===== config.mk =====
export PLATFORM = sky130hd
export DESIGN_NAME = core_xreg_warb
export DESIGN_NICKNAME = d
export VERILOG_FILES = /design/src/rtl/core_xreg_warb.sv
export SDC_FILE = /design/constraint.sdc
export NUM_CORES = 1
export LEC_CHECK = 0
export BUFFER_PORTS_ARGS = -buffer_cell sky130_fd_sc_hd__buf_4
export CORE_ASPECT_RATIO = 0.5
export CORE_MARGIN = 3
export CORE_UTILIZATION = 30
export CTS_CLUSTER_SIZE = 24
export DETAILED_ROUTE_END_ITERATION = 6
export GPL_TIMING_DRIVEN = 0
export PLACE_DENSITY = 0.6
export SLEW_MARGIN = 20
export SYNTH_ARGS = -nofsm -noshare
export SYNTH_HDL_FRONTEND = slang
export SYNTH_SLANG_ARGS = --single-unit

===== constraint.sdc =====
create_clock -name clk_i -period 2.4 [get_ports clk_i]
set_clock_uncertainty 0.2 [all_clocks]
set_input_delay 0.24 -clock clk_i [delete_from_list [all_inputs] [get_ports clk_i]]
set_output_delay 0.24 -clock clk_i [all_outputs]
set_load 0.01 [all_outputs]

===== src/rtl/core_xreg_warb.sv =====
// core_xreg_warb: arbitrates the EX and LSU writeback sources onto the single
// integer register-file write port. The winner is registered and issued one
// cycle after its handshake. Writes to x0 are acknowledged and dropped.
module core_xreg_warb #(
   parameter int unsigned DATA_W    = 32,
   parameter int unsigned ADDR_W    = 5,
   parameter int unsigned PRIO_MODE = 0,
   parameter int unsigned CNT_W     = 16
) (
   input  logic              clk_i,
   input  logic              rst_n_i,
   input  logic              src0_vld_i,
   input  logic [ADDR_W-1:0] src0_addr_i,
   input  logic [DATA_W-1:0] src0_data_i,
   output logic              src0_rdy_o,
   input  logic              src1_vld_i,
   input  logic [ADDR_W-1:0] src1_addr_i,
   input  logic [DATA_W-1:0] src1_data_i,
   output logic              src1_rdy_o,
   output logic [ADDR_W-1:0] reg_waddr_o,
   output logic              reg_waddr_vld_o,
   output logic [DATA_W-1:0] reg_wdata_o,
   output logic [CNT_W-1:0]  conflict_cnt_o
);

   localparam bit FIXED_PRIO = (PRIO_MODE != 0);

   logic live0_c;
   logic live1_c;
   logic null0_c;
   logic null1_c;
   logic both_c;
   logic gnt0_c;
   logic gnt1_c;
   logic rr_ptr;

   // Classify requests and pick the winner among live (non-x0) requests
   always_comb begin
      live0_c = src0_vld_i && (src0_addr_i != '0);
      live1_c = src1_vld_i && (src1_addr_i != '0);
      null0_c = src0_vld_i && (src0_addr_i == '0);
      null1_c = src1_vld_i && (src1_addr_i == '0);
      both_c  = live0_c && live1_c;
      gnt0_c  = 1'b0;
      gnt1_c  = 1'b0;
      if (both_c) begin
         if (FIXED_PRIO) begin
            gnt1_c = 1'b1;
         end else begin
            gnt0_c = !rr_ptr;
            gnt1_c = rr_ptr;
         end
      end else begin
         gnt0_c = live0_c;
         gnt1_c = live1_c;
      end
   end

   // Handshake acknowledges; suppressed while reset is asserted
   always_comb begin
      src0_rdy_o = rst_n_i && (gnt0_c || null0_c);
      src1_rdy_o = rst_n_i && (gnt1_c || null1_c);
   end

   // Round-robin pointer: after a live grant, prefer the other source
   always_ff @(posedge clk_i or negedge rst_n_i) begin
      if (!rst_n_i) begin
         rr_ptr <= 1'b0;
      end else if (gnt0_c) begin
         rr_ptr <= 1'b1;
      end else if (gnt1_c) begin
         rr_ptr <= 1'b0;
      end
   end

   // Register-file write stage; addr/data hold when no write issues
   always_ff @(posedge clk_i or negedge rst_n_i) begin
      if (!rst_n_i) begin
         reg_waddr_vld_o <= 1'b0;
         reg_waddr_o     <= '0;
         reg_wdata_o     <= '0;
      end else begin
         reg_waddr_vld_o <= gnt0_c || gnt1_c;
         if (gnt0_c) begin
            reg_waddr_o <= src0_addr_i;
            reg_wdata_o <= src0_data_i;
         end else if (gnt1_c) begin
            reg_waddr_o <= src1_addr_i;
            reg_wdata_o <= src1_data_i;
         end
      end
   end

   // Saturating count of cycles where both sources were live
   always_ff @(posedge clk_i or negedge rst_n_i) begin
      if (!rst_n_i) begin
         conflict_cnt_o <= '0;
      end else if (both_c && (conflict_cnt_o != '1)) begin
         conflict_cnt_o <= conflict_cnt_o + CNT_W'(1);
      end
   end

endmodule


* After elaboration in Yosys (flattened, before gate mapping)
Cells that the tools add are included.
Word-level totals: register bits after elaboration 55, input port bits 78, output and inout port bits 56
Cells by class: $add $sub $neg 1, equal/unequal tests 1, mux-type cells 8, reductions and logical operators 17
Operators with widths (count):
- 32-bit two-way mux | 2
- 16-bit by 1-bit adder with 16-bit output (second input constant) | 1
- 16-bit != test (second input constant) | 1
- 5-bit logical NOT | 2
- 5-bit two-way mux | 2
- 5-bit nonzero test | 2
- 1-bit logical AND | 8
- 1-bit two-way mux | 4
- 1-bit logical OR | 3
- 2-bit nonzero test | 1
- 1-bit logical NOT | 1

* Depth between registers and ports, before layout
Gate-level depths: netlist of the first run.
word-level depth 6, gate-level depth with buffers 8

* Least setup slack after synthesis of the first run
Ideal clock, no wire load.
path kind input to register, start input src1_addr_i[1], end register reg_waddr_o[4], setup time 65 ps, data arrival time 1732 ps, required time 2135 ps, path slack 403 ps, cell stages on the path 7, buffers on the path 2, path through or4_1 -> or2_0 -> buf_6 -> a31oi_4 -> buf_6 -> a22oi_1 -> nand2_1
On the way: cells in the longest elaborated chain, start to end 5, elaborated cells on any way between the ends 7, those cells by class 3 x mux; 4 x reduce/logical
Ends and longest elaborated chain:
- start: declaration | RTL line 17 | input logic [ADDR_W-1:0] src1_addr_i,
- 5-bit nonzero test * | RTL line 40 | live1_c = src1_vld_i && (src1_addr_i != '0);
- 1-bit logical AND * | RTL line 40
- 1-bit logical AND | RTL line 43 | both_c = live0_c && live1_c;
- 1-bit two-way mux | RTL line 46 | if (both_c) begin
- 5-bit two-way mux or 2-bit nonzero test (tied branches)
- end signal: assignment | RTL line 85 | reg_waddr_o <= src0_addr_i;
- end signal: assignment | RTL line 88 | reg_waddr_o <= src1_addr_i;
- end: declaration | RTL line 20 | output logic [ADDR_W-1:0] reg_waddr_o,
Every way passes the cells marked *; elsewhere a longest branch is shown, timed or not. A chain may end at the register's enable or synchronous reset.

* Worst setup path after layout of the first run
start input src1_addr_i[1], end output src0_rdy_o
On the way: cells in the longest elaborated chain, start to end 6
Ends and longest elaborated chain:
- 5-bit nonzero test | RTL line 40
- 1-bit logical AND | RTL line 40
- 1-bit logical AND | RTL line 43
- 1-bit two-way mux | RTL line 46
- 1-bit logical OR | RTL line 61 | src0_rdy_o = rst_n_i && (gnt0_c || null0_c);
- 1-bit logical AND | RTL line 61
- end: declaration | RTL line 15 | output logic src0_rdy_o,
Every way passes these cells.

==> results of run 1 <==
## state kept, by name, summed over array words and instances (netlist names)
| name | cells |
|---|---|
| reg_waddr_vld_o | 1 |
| reg_waddr_o | 5 |
| conflict_cnt_o | 16 |
| rr_ptr | 1 |
| reg_wdata_o | 32 |
## cells in the final DEF (no fill, tap or decap), types with 3 or more instances in the layout
cell type,Yosys,routed
buf_4,3,135
nand2_1,80,80
dlygate4sd3_1,0,73
dfrtp_1,55,55
a22oi_1,28,28
nor2_1,9,9
a22oi_2,9,9
nand3_1,8,8
xnor2_1,8,8
buf_6,5,6
nand4_1,5,5
xor2_1,5,5
clkbuf_16,0,5
nor3_1,4,4
inv_1,3,3
and3_1,3,3
## final cells by class
cell class	instances	area, um2
Buffer	11	92.6
Clock buffer	6	139
Clock inverter	2	35.0
Fill cell	680	3540
Inverter	3	11.3
Multi-Input combinational cell	180	1080
Sequential cell	55	1380
Tap cell	112	140
Timing Repair Buffer	206	1730
## final timing paths
check	start	endpoint	slack, ns	depth (start not counted)
max	src1_addr_i[1]	src0_rdy_o	0.14	5
min	src1_addr_i[0]	reg_waddr_o[0]	0.04	3
max reg2reg	conflict_cnt_o[0]	conflict_cnt_o[1]	0.35	5
min reg2reg	reg_wdata_o[18]	reg_wdata_o[18]	0.28	2
max in group asynchronous	rst_n_i	rr_ptr	1.32	2
min in group asynchronous	rst_n_i	reg_wdata_o[29]	0.31	2
## metal layers
layer	vias up	global-route usage [%]	part of all wire, %
li1	1300	-	-
met1	1348	21.6	40
met2	76	36.5	54
met3	27	3.30	2.5
met4	0	7.60	3.2
met5	-	0	0
## cell families (layout without fill, tap and decap cells)
| kind of cell | after synthesis | after routing | share of synthesized area, % |
|---|---|---|---|
| fa+ha+maj | 1 | 1 | 0.490 |
| mux | 2 | 2 | 0.882 |
| flops | 55 | 55 | 53.9 |
| buf+inv | 14 | 228 | 4.07 |
| compound gates | 49 | 49 | 17.1 |
| simple gates | 115 | 115 | 19.1 |
| xor+xnor | 13 | 13 | 4.46 |
## power breakdown
group	internal [mW]	switching [mW]
clock network	0.520	0.335
logic	0.451	0.359
registers	1.06	0.107
## metrics by stage
stage | area [um2] | utilization [%]
floorplan | 2550 | -
global placement | 3690 | 45.3
detailed placement | 3690 | 45.3
CTS | 4600 | 56.4
global route | 4610 | 56.6
finish | 4610 | 56.6
## what timing repair did
action	in CTS	in global routing
gates resized for setup	0	2
setup endpoints to repair	0	5
hold buffers	73	0
hold endpoints to repair	91	0
## critical path, cell delays in order
cell and delay [ns]:
buf_4 0.11, or4_1 0.56, o21ai_1 0.55, o311a_1 0.23, buf_4 0.12
==> results.py, run 1 <==
metrics = {
    "run_status": {
        "status": "finished clean",
    },
    "placed_design": {
        "dp_hpwl_mm": 5.87,
        "dp_cells": 494,
        "place_congestion": 0.800,
        "io_buffer_count": 133,
        "dp_slack_ns": -0.0274,
    },
    "clocking": {
        "h-tree-depth": 2,
        "worstSkewPairLatency_ns": 0.29,
        "cts_tree": "done",
        "cts_max_path_buffers": 2,
        "clock-root-buffer": "clkbuf_16",
        "cts-buffers-inserted": 5,
        "clk_pin_slew_worst_paths_ns": 0.07,
        "cts_setup_buffers": 0,
        "cts.sinks": 55,
    },
    "synth": {
        "async_flop_share_pct": 100,
        "ys_warn_count": 0,
        "synth_seq_cells": 55,
        "ys_top_cells_by_area": "dfrtp_1 54%, nand2_1 12%, a22oi_1 8.2%, a22oi_2 4.4%, xnor2_1 2.7%",
        "ys.flop_type": "dfrtp_1",
        "synth_top_cell_by_area": "dfrtp_1",
        "seq_area_frac_synth_pct": 53.9,
        "synth_area_per_cell_um2": 10.3,
        "synth_commonest_cells": "80 x nand2_1, 55 x dfrtp_1, 28 x a22oi_1",
        "synth_top_area_share_pct": 53.9,
        "yosysMostFrequentCell": "nand2_1",
        "syn_inst": 249,
        "synth_area_um2": 2550,
        "synth-edff-count": 0,
        "syn-num-nets": 328,
        "synthDistinctLibCells": 34,
    },
    "power": {
        "powerDensity_nw_per_um2": 615,
        "peakVddDrop_mv": 0.464,
        "p_leak_nw": 2.24,
        "p_total_mw": 2.83,
    },
    "min_path": {
        "hold_class": "in -> reg",
    },
    "floorplan": {
        "io_pins": 134,
        "die_area_um2": 9720,
        "die_w_um": 136,
        "core_area_um2": 8140,
        "start_util_pct": 31.3,
        "dieHeight_um": 71.2,
        "std_cell_rows": 23,
    },
    "global_routing": {
        "grt_max_degree": 58,
        "grt_first_pass_wirelength_mm": 14.7,
        "grt_usage_pct": 19.2,
        "overflow": 0,
        "antenna_found_initial": 0,
        "grt_pass1_vias": 3006,
    },
    "timing": {
        "slew_headroom_pct": 55.8,
        "setup_tns_ns": 0,
        "fmax_mhz": 442,
        "min_period_ns": 2.26,
        "fin_ws_ns": 0.135,
        "hold_viol_final": 0,
        "setup_viol_count_final": 0,
        "grt_setup_unrepaired": "false",
        "drv_slew": 0,
        "post-route-period-util_pct": 94.4,
        "hold-worst-slack_ns": 0.0413,
        "worstMarginPinSlew_ns": 0.659,
    },
    "setup_path": {
        "crit_required_ns": 1.96,
        "end_kind": "output port",
        "path_max_fanout": 6,
        "path_class": "in -> out",
        "start_kind": "input pin",
        "cp.arrival_ns": 1.82,
    },
    "routing": {
        "drc": 0,
        "dr.pass1.iters": 4,
        "vias": 2751,
        "wl_per_cell_um": 15.8,
        "routed_wl_mm": 9.10,
        "drtIter0Drc": 114,
        "drtAntennaViolNets": 0,
        "via_per_inst": 4.78,
    },
    "cells_and_area": {
        "drive_gt1_share_pct": 36.1,
        "antenna_cells": 0,
        "nets": 541,
        "area_delta_synth_final_pct": 80.4,
        "stdcell_count": 575,
    },
    "job": {
        "maxCapViolCount": 0,
    },
}
No activity file was read; power rests on OpenSTA's default activity.
==> inputs of run 2 (changes only) <==
--- a/config.mk
+++ b/config.mk
@@ -6,13 +6,15 @@
 export NUM_CORES = 1
 export LEC_CHECK = 0
 export BUFFER_PORTS_ARGS = -buffer_cell sky130_fd_sc_hd__buf_4
+export CELL_PAD_IN_SITES_DETAIL_PLACEMENT = 0
+export CELL_PAD_IN_SITES_GLOBAL_PLACEMENT = 1
 export CORE_ASPECT_RATIO = 0.5
 export CORE_MARGIN = 3
 export CORE_UTILIZATION = 30
 export CTS_CLUSTER_SIZE = 24
 export DETAILED_ROUTE_END_ITERATION = 6
 export GPL_TIMING_DRIVEN = 0
-export PLACE_DENSITY = 0.6
+export PLACE_DENSITY = 0.77
 export SLEW_MARGIN = 20
 export SYNTH_ARGS = -nofsm -noshare
 export SYNTH_HDL_FRONTEND = slang
==> constraint.sdc (replaced) <==
create_clock -name clk_i -period 2.4 [get_ports clk_i]
set_clock_uncertainty 0.2 [all_clocks]
set_input_delay 0.12 -clock clk_i [delete_from_list [all_inputs] [get_ports clk_i]]
set_output_delay 0.12 -clock clk_i [all_outputs]
set_load 0.005 [all_outputs]
==> run 2 against run 1 <==
Effect of this change:
- combinational power down 5.7%
- critical path depth increased by 3
- global-route usage is 1.0 points lower
- power fell by 6.3%
- worst setup slack worse by 0.061 ns
- wire length fell by 4.8%
- clock power decreased by 15%
- sequential share of layout area up 0.11 points
- critical endpoint is now reg_wdata_o[9]
==> results.py, run 2 (same netlist as run 1, synthesis figures left out) <==
metrics = {
    "run_status": {
        "status": "finished clean",
    },
    "timing": {
        "fin_ws_ns": 0.0749,
        "setup_viol_count_final": 0,
        "hold_viol_final": 0,
        "grt_setup_unrepaired": "false",
        "drv_slew": 0,
        "min_period_ns": 2.33,
        "slew_headroom_pct": 45.3,
        "setup_tns_ns": 0,
        "fmax_mhz": 430,
        "worstMarginPinSlew_ns": 0.812,
        "post-route-period-util_pct": 96.9,
        "hold-worst-slack_ns": 0.0308,
    },
    "cells_and_area": {
        "nets": 543,
        "drive_gt1_share_pct": 35.8,
        "top_register": "reg_wdata_o",
        "final_area_um2": 4590,
        "stdcell_count": 576,
        "final_util_pct": 56.4,
        "layout_common_cells": "136 x buf_4, 80 x nand2_1, 75 x dlygate4sd3_1",
        "area_delta_synth_final_pct": 79.8,
        "antenna_cells": 0,
        "layout_commonest_cell": "buf_4",
        "largest_registers": "reg_wdata_o: 32 flops, conflict_cnt_o: 16 flops, reg_waddr_o: 5 flops",
        "largest_reg_flops": 32,
        "fillers": 671,
    },
    "routing": {
        "vias": 2724,
        "via_per_inst": 4.73,
        "wl_per_cell_um": 15.0,
        "drtAntennaViolNets": 0,
        "drtIter0Drc": 150,
        "routed_wl_mm": 8.67,
        "dr.pass1.iters": 5,
        "drc": 0,
    },
    "clocking": {
        "cts.sinks": 55,
        "cts_max_path_buffers": 2,
        "h-tree-depth": 2,
        "cts-buffers-inserted": 5,
        "clk_pin_slew_worst_paths_ns": 0.06,
        "cts_setup_buffers": 0,
        "clock-root-buffer": "clkbuf_16",
        "cts_tree": "done",
        "worstSkewPairLatency_ns": 0.29,
    },
    "setup_path": {
        "cp.arrival_ns": 2.35,
        "max_stage_delay_ns": 0.60,
        "cp_num_buf_inv": 3,
        "cpMaxStageDelayCell": "dlygate4sd3_1",
        "path_max_fanout": 10,
        "start_kind": "input pin",
        "crit_required_ns": 2.43,
        "path_class": "in -> reg",
        "path_cells": "buf_4, or4_1, or2_0, buf_6, a31oi_4, a22oi_1, dlygate4sd3_1, nand2_1",
        "crit_family": "simple AND/OR/NAND/NOR gates",
        "end_kind": "flop",
    },
    "placed_design": {
        "io_buffer_count": 133,
        "dp_hpwl_mm": 5.82,
        "dp_cells": 494,
        "place_congestion": 0.809,
        "placed_area_um2": 3690,
        "dp_slack_ns": 0.0671,
    },
    "floorplan": {
        "die_w_um": 136,
        "io_pins": 134,
        "std_cell_rows": 23,
        "dieHeight_um": 71.2,
        "core_area_um2": 8140,
        "start_util_pct": 31.3,
        "die_area_um2": 9720,
    },
    "power": {
        "powerDensity_nw_per_um2": 578,
        "peakVddDrop_mv": 0.417,
        "p_total_mw": 2.65,
        "p_leak_nw": 2.23,
    },
    "job": {
        "maxCapViolCount": 0,
    },
    "global_routing": {
        "grt_pass1_vias": 2872,
        "antenna_found_initial": 0,
        "grt_max_degree": 58,
        "grt_first_pass_wirelength_mm": 14.0,
        "overflow": 0,
        "grt_usage_pct": 18.2,
    },
    "min_path": {
        "hold_class": "in -> reg",
    },
}
==> run 2: path summary, 6_finish.rpt <==
| check | from | end | slack (ns) | depth (start not counted) |
|---|---|---|---|---|
| setup / recovery | src1_addr_i[1] | reg_wdata_o[9] | 0.07 | 8 |
| hold / removal | src0_vld_i | rr_ptr | 0.03 | 3 |
| setup reg to reg | conflict_cnt_o[0] | conflict_cnt_o[14] | 0.20 | 6 |
| hold reg to reg | reg_waddr_o[3] | reg_waddr_o[3] | 0.27 | 2 |
| max in group asynchronous | rst_n_i | conflict_cnt_o[0] | 1.30 | 2 |
| min in group asynchronous | rst_n_i | reg_wdata_o[26] | 0.22 | 2 |
==> run 2: cell type report <==
type | instances | area [um2] | share of cell area, %
timing repair buffer | 208 | 1750 | 38.1
sequential | 55 | 1380 | 30.0
multi-input combinational | 180 | 1080 | 23.4
tap | 112 | 140 | 3.05
clock buffer | 6 | 139 | 3.03
buffer | 11 | 92.6 | 2.02
inverter | 3 | 11.3 | 0.245
clock inverter | 1 | 5.00 | 0.109
==> run 2: power by group <==
part | internal (mW) | switching, mW
Combinational | 0.457 | 0.307
Clock | 0.408 | 0.314
Sequential | 1.06 | 0.106
==> run 2: layer usage <==
| metal | wire length [um] | GRT usage (%) | vias up |
|---|---|---|---|
| met5 | 0 | 0 | - |
| met1 | 3460 | 21.6 | 1326 |
| li1 | - | - | 1299 |
| met4 | 300 | 6.59 | 0 |
| met3 | 294 | 3.65 | 28 |
| met2 | 4620 | 33.0 | 71 |
==> run 2: worst register-to-register path: cells and delay by family (launching register included) <==
family	cells	cell delay, ns
DFF	1	0.42
xor gates and xnor gates	1	0.16
adders and majority gates	1	0.18
and+or+nand+nor	4	1.14
==> run 2: timing repair <==
action                     in CTS  in global routing
setup endpoints to repair       0                  1
gates resized for setup         0                  1
hold endpoints to repair       92                  0
hold buffers                   75                  0
==> inputs of run 3 (changes only) <==
--- a/config.mk
+++ b/config.mk
@@ -5,16 +5,16 @@
 export SDC_FILE = /design/constraint.sdc
 export NUM_CORES = 1
 export LEC_CHECK = 0
+export ABC_AREA = 0
 export BUFFER_PORTS_ARGS = -buffer_cell sky130_fd_sc_hd__buf_4
 export CELL_PAD_IN_SITES_DETAIL_PLACEMENT = 0
 export CELL_PAD_IN_SITES_GLOBAL_PLACEMENT = 1
-export CORE_ASPECT_RATIO = 0.5
 export CORE_MARGIN = 3
-export CORE_UTILIZATION = 30
+export CORE_UTILIZATION = 33
 export CTS_CLUSTER_SIZE = 24
 export DETAILED_ROUTE_END_ITERATION = 6
 export GPL_TIMING_DRIVEN = 0
-export PLACE_DENSITY = 0.77
+export PLACE_DENSITY = 0.83
 export SLEW_MARGIN = 20
 export SYNTH_ARGS = -nofsm -noshare
 export SYNTH_HDL_FRONTEND = slang
==> run 3 against run 2 <==
Effect of this change:
- power down 9.5%
- clock power down 34%
- via count decreased by 1.7%
- sequential share of layout area grew 0.52 points
- design area is 1.7% lower
- largest power group unchanged
- highest routed layer unchanged
==> results.py, run 3 (same netlist as run 1, synthesis figures left out) <==
metrics = {
    "cells_and_area": {
        "antenna_cells": 0,
        "nets": 544,
        "area_delta_synth_final_pct": 76.8,
        "layout_commonest_cell": "buf_4",
        "stdcell_count": 563,
        "drive_gt1_share_pct": 35.3,
        "layout_common_cells": "136 x buf_4, 80 x nand2_1, 76 x dlygate4sd3_1",
        "largest_registers": "reg_wdata_o: 32 flops, conflict_cnt_o: 16 flops, reg_waddr_o: 5 flops",
        "top_register": "reg_wdata_o",
        "largest_reg_flops": 32,
    },
    "setup_path": {
        "cp.arrival_ns": 2.35,
        "end_kind": "flop",
        "start_kind": "input pin",
        "r2r_slack_ns": 0.26,
        "r2r-end": "conflict_cnt_o[14]",
        "timing.rr.start": "conflict_cnt_o[0]",
        "crit_required_ns": 2.44,
        "path_max_fanout": 10,
        "reg2reg_depth": 6,
        "path_class": "in -> reg",
    },
    "routing": {
        "dr.pass1.iters": 4,
        "drc": 0,
        "via_per_inst": 4.76,
        "routed_wl_mm": 8.57,
        "vias": 2679,
        "drtIter0Drc": 108,
        "drtAntennaViolNets": 0,
        "wl_per_cell_um": 15.2,
    },
    "clocking": {
        "cts_max_path_buffers": 2,
        "cts.sinks": 55,
        "worstSkewPairLatency_ns": 0.30,
        "clk_pin_slew_worst_paths_ns": 0.09,
        "h-tree-depth": 2,
        "cts_tree": "done",
        "clock-root-buffer": "clkbuf_8",
        "cts-buffers-inserted": 5,
    },
    "placed_design": {
        "dp_hpwl_mm": 5.41,
        "io_buffer_count": 133,
        "dp_cells": 481,
        "place_congestion": 0.730,
    },
    "power": {
        "p_leak_nw": 2.20,
        "p_sw_mw": 0.689,
        "powerDensity_nw_per_um2": 532,
        "p_seq_share_pct": 48.5,
        "p_sw_share_pct": 28.7,
        "intPower_mw": 1.71,
        "pwr-share-comb_pct": 31.8,
        "clock_power_share_pct": 19.7,
        "peakVddDrop_mv": 0.394,
    },
    "floorplan": {
        "core_area_um2": 7370,
        "start_util_pct": 34.6,
        "die_area_um2": 8830,
        "dieHeight_um": 93.9,
        "die_w_um": 93.9,
        "std_cell_rows": 31,
        "io_pins": 134,
    },
    "run_status": {
        "status": "finished clean",
    },
    "global_routing": {
        "antenna_found_initial": 0,
        "grt_max_degree": 58,
        "grt_usage_pct": 19.9,
        "overflow": 0,
        "grt_pass1_vias": 2815,
        "grt_first_pass_wirelength_mm": 13.8,
    },
    "timing": {
        "fmax_mhz": 434,
        "setup_viol_count_final": 0,
        "worstMarginPinSlew_ns": 0.736,
        "grt_setup_unrepaired": "false",
        "setup_tns_ns": 0,
        "min_period_ns": 2.31,
        "post-route-period-util_pct": 96.1,
        "hold_viol_final": 0,
        "slew_headroom_pct": 50.4,
        "hold-worst-slack_ns": 0.0731,
        "drv_slew": 0,
    },
    "min_path": {
        "min_to": "rr_ptr",
        "min_from": "src1_vld_i",
        "hold_class": "in -> reg",
        "whs_path_depth": 4,
    },
    "job": {
        "maxCapViolCount": 0,
    },
}
run 3: cell types whose count changed in the layout (fill, tap and decap cells not counted):
cell           delta
clkbuf_1          +1
clkbuf_16         -5
clkbuf_8          +4
clkinv_2          -1
dlygate4sd3_1     +1
run 3: routing by layer:
metal	vias up	track usage, %	wire length (um)
li1	1298	-	-
met3	8	4.81	564
met5	-	0	0
met1	1272	23.8	3550
met2	101	35.6	4360
met4	0	4.69	94
run 3: worst max-delay path, stage by stage:
cell and delay, ns:
buf_4 0.11, or4_1 0.57, or2_0 0.24, buf_6 0.14, a31oi_4 0.36, a22oi_1 0.13
dlygate4sd3_1 0.60, nand2_1 0.07
run 3: what timing repair did:
action | CTS | global route
endpoints found under the hold margin | 93 | 0
endpoints found under the setup margin | 0 | 2
buffers inserted | 0 | 0
hold buffers | 76 | 0
resized for setup | 0 | 1
run 3: power by group through the flow:
stage | clock network (mW) | logic [mW] | registers (mW)
2_1_floorplan | 0 | 0.245 | 1.18
3_3_place_gp | 0 | 0.645 | 1.17
3_5_place_dp | 0 | 0.657 | 1.18
4_1_cts | 0.495 | 0.766 | 1.17
5_1_grt | 0.539 | 0.839 | 1.19
6_report | 0.473 | 0.763 | 1.17
run 3: through the flow:
stage	total power [mW]	setup WS [ns]	area [um2]	utilization, %
2_1_floorplan	1.43	0.523	2550	-
3_3_place_gp	1.82	0.106	3670	49.9
3_5_place_dp	1.84	0.0949	3670	49.9
4_1_cts	2.43	0.0872	4510	61.2
5_1_grt	2.57	0.00102	4510	61.2
6_report	2.40	0.0935	4510	61.2
run 3: final cells by class:
cell class / count / area [um2]
fillers: 628 / 2860
well taps: 99 / 124
clock buffers: 6 / 72.6
inverters: 3 / 11.3
flip-flops and latches: 55 / 1380
multi-input cells: 180 / 1080
plain buffers: 11 / 92.6
repair buffers: 209 / 1760
run 3: worst max-delay path by stage:
stage,startpoint,to,slack (ns),cells after the start
floorplan,src1_addr_i[1],reg_waddr_o[4],0.52,7
global placement,src1_addr_i[1],reg_wdata_o[21],0.11,7
detailed placement,src1_addr_i[1],reg_wdata_o[21],0.09,7
CTS,src1_addr_i[0],reg_wdata_o[12],0.09,8
global route,src1_addr_i[1],reg_wdata_o[10],0.001,8
finish,src1_addr_i[1],reg_wdata_o[10],0.09,8
